==> config.mk <==
export PLATFORM = sky130hd
export DESIGN_NAME = cordic_sched
export DESIGN_NICKNAME = d
export VERILOG_FILES = /design/src/rtl/cordic_sched_pkg.sv /design/src/rtl/rr_arbiter.sv /design/src/rtl/cordic_sched.sv
export SDC_FILE = /design/constraint.sdc
export NUM_CORES = 1
export LEC_CHECK = 0
export CORE_UTILIZATION = 34
export CTS_CLUSTER_DIAMETER = 50
export DETAILED_ROUTE_END_ITERATION = 8
export PLACE_DENSITY = 0.76
export SLEW_MARGIN = 20
export SYNTH_ARGS = -nofsm -noshare
export SYNTH_HDL_FRONTEND = slang
export SYNTH_SLANG_ARGS = --single-unit
export TNS_END_PERCENT = 50
==> constraint.sdc <==
create_clock -name clk -period 2.21 [get_ports clk]
set_clock_uncertainty 0.2 [all_clocks]
set_input_delay 0.5525 -clock clk [delete_from_list [all_inputs] [get_ports clk]]
set_output_delay 0.5525 -clock clk [all_outputs]
set_load 0.05 [all_outputs]
==> src/rtl/cordic_sched_pkg.sv <==
// Shared types and defaults for the cordic scheduler.
// Build option: CORDIC_SCHED_TIMEOUT_EN enables the core watchdog.
package cordic_sched_pkg;

  localparam int DATA_W_DEF  = 23;
  localparam int TIMEOUT_DEF = 64;

  typedef enum logic [1:0] {
    IDLE,
    ISSUE,
    BUSY,
    RESP
  } state_t;

endpackage

==> src/rtl/rr_arbiter.sv <==
// Combinational round-robin arbiter: one-hot grant of the
// first asserted request at or after ptr, with wrap.
module rr_arbiter #(
  parameter int NUM_REQ = 2,
  parameter int PW      = $clog2(NUM_REQ)
) (
  input  logic [NUM_REQ-1:0] req,
  input  logic [PW-1:0]      ptr,
  output logic [NUM_REQ-1:0] grant
);

  logic [PW-1:0] idx;

  always_comb begin
    grant = '0;
    idx   = '0;
    // farthest first, so the request nearest ptr wins
    for (int off = NUM_REQ - 1; off >= 0; off--) begin
      idx = PW'((int'(ptr) + off) % NUM_REQ);
      if (req[idx]) begin
        grant      = '0;
        grant[idx] = 1'b1;
      end
    end
  end

endmodule

==> src/rtl/cordic_sched.sv <==
// Round-robin scheduler sharing one cordic core among requesters.
// Build option: CORDIC_SCHED_TIMEOUT_EN adds a busy watchdog.
module cordic_sched
  import cordic_sched_pkg::*;
#(
  parameter int NUM_REQ        = 2,
  parameter int DATA_W         = DATA_W_DEF,
  parameter int TIMEOUT_CYCLES = TIMEOUT_DEF
) (
  input  logic                      clk,
  input  logic                      reset,
  input  logic                      clk_en,
  input  logic [NUM_REQ-1:0]        req_valid,
  input  logic [NUM_REQ*DATA_W-1:0] req_theta,
  output logic [NUM_REQ-1:0]        req_ready,
  output logic [NUM_REQ-1:0]        resp_valid,
  input  logic [NUM_REQ-1:0]        resp_ready,
  output logic [DATA_W-1:0]         resp_result,
  output logic                      resp_error,
  output logic                      cordic_clk_en,
  output logic                      cordic_start,
  output logic [DATA_W-1:0]         cordic_theta,
  input  logic                      cordic_done,
  input  logic [DATA_W-1:0]         cordic_result
);

  localparam int PW = $clog2(NUM_REQ);
  localparam logic [PW-1:0] LAST = PW'(NUM_REQ - 1);

  state_t              state, state_d;
  logic [PW-1:0]       rr_ptr, rr_ptr_d;
  logic [PW-1:0]       owner, owner_d;
  logic [PW-1:0]       gidx;
  logic [NUM_REQ-1:0]  grant;
  logic [DATA_W-1:0]   theta_sel, theta_d, result_d;
  logic                expired;

  rr_arbiter #(
    .NUM_REQ(NUM_REQ),
    .PW     (PW)
  ) u_arb (
    .req  (req_valid),
    .ptr  (rr_ptr),
    .grant(grant)
  );

  always_comb begin
    gidx      = '0;
    theta_sel = '0;
    for (int i = 0; i < NUM_REQ; i++) begin
      if (grant[i]) begin
        gidx      = PW'(i);
        theta_sel = req_theta[i*DATA_W +: DATA_W];
      end
    end
  end

  // reset gate keeps req_ready low while reset is asserted
  assign req_ready = (state == IDLE && clk_en && reset) ? grant : '0;
  assign cordic_start  = clk_en && (state == ISSUE);
  assign cordic_clk_en = clk_en && (state == ISSUE || state == BUSY);
  assign resp_valid = (state == RESP) ? (NUM_REQ'(1) << owner) : '0;

  always_comb begin
    state_d  = state;
    rr_ptr_d = rr_ptr;
    owner_d  = owner;
    theta_d  = cordic_theta;
    result_d = resp_result;
    if (clk_en) begin
      unique case (state)
        IDLE: begin
          if (|grant) begin
            theta_d  = theta_sel;
            owner_d  = gidx;
            rr_ptr_d = (gidx == LAST) ? '0 : gidx + 1'b1;
            state_d  = ISSUE;
          end
        end
        ISSUE: state_d = BUSY;
        BUSY: begin
          if (cordic_done) begin
            result_d = cordic_result;
            state_d  = RESP;
          end else if (expired) begin
            result_d = '0;
            state_d  = RESP;
          end
        end
        RESP: begin
          if (resp_ready[owner]) state_d = IDLE;
        end
      endcase
    end
  end

  always_ff @(posedge clk or negedge reset) begin
    if (!reset) begin
      state        <= IDLE;
      rr_ptr       <= '0;
      owner        <= '0;
      cordic_theta <= '0;
      resp_result  <= '0;
    end else begin
      state        <= state_d;
      rr_ptr       <= rr_ptr_d;
      owner        <= owner_d;
      cordic_theta <= theta_d;
      resp_result  <= result_d;
    end
  end

`ifdef CORDIC_SCHED_TIMEOUT_EN
  localparam int CW = $clog2(TIMEOUT_CYCLES + 1);

  logic [CW-1:0] cnt, cnt_d;
  logic          err_q, err_d;

  assign expired    = (cnt == CW'(TIMEOUT_CYCLES - 1));
  assign resp_error = err_q;

  // cleared in ISSUE so it starts at zero on BUSY entry
  always_comb begin
    cnt_d = cnt;
    err_d = err_q;
    if (clk_en) begin
      if (state == ISSUE) begin
        cnt_d = '0;
      end else if (state == BUSY) begin
        cnt_d = cnt + 1'b1;
        if (cordic_done)  err_d = 1'b0;
        else if (expired) err_d = 1'b1;
      end
    end
  end

  always_ff @(posedge clk or negedge reset) begin
    if (!reset) begin
      cnt   <= '0;
      err_q <= 1'b0;
    end else begin
      cnt   <= cnt_d;
      err_q <= err_d;
    end
  end
`else
  assign expired    = 1'b0;
  assign resp_error = 1'b0;
`endif

endmodule

==> out/results.ini <==
[place]
port_buffers = 128
place.gp.congestion = 0.7354
postPlaceCellArea_um2 = 3560
dp_hpwl_um = 4457
dp_slack_ns = -0.2155
place_inst = 368

[cts]
cts.clk_slew.worst_paths_ns = 0.09
cts_sinks = 50
insertion_delay_ns = 0.29
cts_tree = built
cts-root-buf = clkbuf_8
htreeDepth = 2
clock_path_buffers = 2
cts_buffers = 5

[timing]
setup_ws_ns = -0.05414
min_period_ns = 2.264
setup_viol = 2
max_freq_mhz = 441.7
hold_viol = 0
finalCritPeriodShare = 1.024
hold_slack_ns = 0.09588
slew_viol_final = 0
rsz0062_at_grt = true

[floorplan]
core_um2 = 6061
num_io_pins = 130
start_util = 0.3627
die-area_um2 = 6791
die_y_um = 82.41
num_rows = 28
fp.dieW_um = 82.41

[global_route]
grt_start_max_net_pins = 27
grt_usage = 0.1771
first_global_vias = 1942
grt_pass1_wl_um = 8845
antenna_found_initial = 0
grt-ovfl-total = 0

[worst_setup_path]
r2r-end = state[1]
critical_path_class = reg -> out
critPathLaunchType = flop
ff2ff_path_depth = 7
cp_max_fo = 3
cp-end-kind = primary output
cp.required_ns = 1.46
reg2reg_slack_ns = 0.15
rr_startpoint = state[1]
cp.arrival_ns = 1.51

[yosys]
synth_ff_type = dfrtp_1
synth_area_per_cell_um2 = 13.40
syn-num-nets = 246
syn_area_um2 = 2198
ys.warnings.count = 0
synth_area_leader_cell = dfrtp_1
ys_seq_elements = 50
syn_inst = 164
synth_top_cells_by_area = dfrtp_1, a22o_1, a21o_1
yosys.cell_types.count = 28
synth_edf_count = 0
synth.top_cell.area_share = 0.5692
synthTopCellsByCount = dfrtp_1, a22o_1, a21o_1
ys_async_sr_fraction = 1.000
yosysMostFrequentCell = dfrtp_1
ys_seq_area_frac = 0.5692

[min_path]
hold_class = in -> async

[drt]
wl_per_cell_um = 16.00
dr.pass1.iters = 4
routed_wl_um = 6127
topRoutingLayerUsed = met4
drtAntennaViolNets = 0
wl_met3_um = 696
avgViaCountPerCell = 5.034
wl_met1_um = 2281
routed-wl-met2_um = 3117
vias = 1928
remaining_drc_errors = 0
drt_iter0_markers = 46

[pwr]
ir_worst_vdd_mv = 0.9444
leakagePower_nw = 1.895
power_density_nw_per_um2 = 1578
power_mw = 5.956

[layout]
final_cell_area_um2 = 3775
drive_gt1_frac = 0.3506
antennaDiodeCount = 0
fin_cells = 383
nNetsFinal = 390
areaGrowthSynthToFinish_pct = 71.71

[job]
maxCapViolations = 0

[outcome]
violations = negative setup slack
outcome = finished with violations

[critical path, stage by stage, from the launching register on]
cell,delay (ns)
dfrtp_1,0.40
inv_2,0.09
ha_4,0.13
and2_4,0.14
nand2_2,0.05
a21oi_2,0.12
and2_4,0.17
buf_12,0.13
[metrics by stage]
| stage | util | setup TNS [ns] |
|---|---|---|
| 3_5_place_dp | 0.5873 | -2.235 |
| 4_1_cts | 0.6152 | -0.1048 |
| 2_1_floorplan | - | -0.04138 |
| 3_3_place_gp | 0.5873 | -2.018 |
| 6_report | 0.6228 | -0.09986 |
| 5_1_grt | 0.6228 | -0.2457 |
[final cells by class]
| cell class | count | area [um^2] |
|---|---|---|
| clock buffer | 6 | 82.58 |
| clock inverter | 1 | 30.03 |
| fill | 511 | 2286 |
| inverter | 6 | 22.52 |
| multi-input combinational | 98 | 905.9 |
| sequential | 50 | 1251 |
| tap | 75 | 93.84 |
| timing repair buffer | 147 | 1389 |
[power by group]
part / leakage (nW) / internal, mW / switching (mW)
Sequential: 0.610 / 1.36 / 0.257
Clock: 0.0573 / 0.363 / 0.290
Combinational: 1.23 / 1.45 / 2.24
Total: 1.90 / 3.17 / 2.79
[placed cells by master (no fill, tap or decap), types with 6 or more instances in the layout]
cell type,count
clkbuf_8,6
mux2_1,9
a22o_1,24
a21o_1,23
dfrtp_1,50
buf_12,8
buf_4,62
mux2_2,15
clkdlybuf4s50_1,72
[cells by family after synthesis]
kind of cell	Yosys count	share of synthesized area
buffers and inverters	16	0.04211
adders and majority gates	5	0.02846
DFF	50	0.5692
and+or+nand+nor	13	0.03415
other	1	0.001706
AOI/OAI and AO/OA	54	0.1969
muxes	25	0.1275
[state kept, by name, indices dropped and copies added, names as in the netlist]
register	cells
resp_result	23
owner	1
cordic_theta	23
rr_ptr	1
state	2
[how the worst max path moves through the flow]
stage                   from            to  slack (ns)  cells after the start
floorplan           state[0]  req_ready[0]       -0.04                      7
global placement      clk_en  req_ready[0]       -0.22                      6
detailed placement    clk_en  req_ready[0]       -0.22                      6
CTS                 state[1]  req_ready[0]       -0.06                      7
global route        state[1]  req_ready[0]       -0.13                      7
finish              state[1]  req_ready[0]       -0.05                      7
[per-layer routing]
layer,vias to the layer above,track usage
met4,0,0.04737
met5,-,0
li1,875,-
met1,960,0.1852
met3,4,0.07363
met2,89,0.3240
[what timing repair did]
| action | 4_1_cts | 5_1_grt |
|---|---|---|
| endpoints found under the setup margin | 4 | 2 |
| cloned | 0 | 0 |
| hold buffers | 0 | 0 |
| hold endpoints to repair | 0 | 0 |
| setup buffers | 6 | 2 |
| resized for setup | 8 | 7 |
| pin swaps | 2 | 1 |
Note: power is estimated with default switching activity, not from simulation.
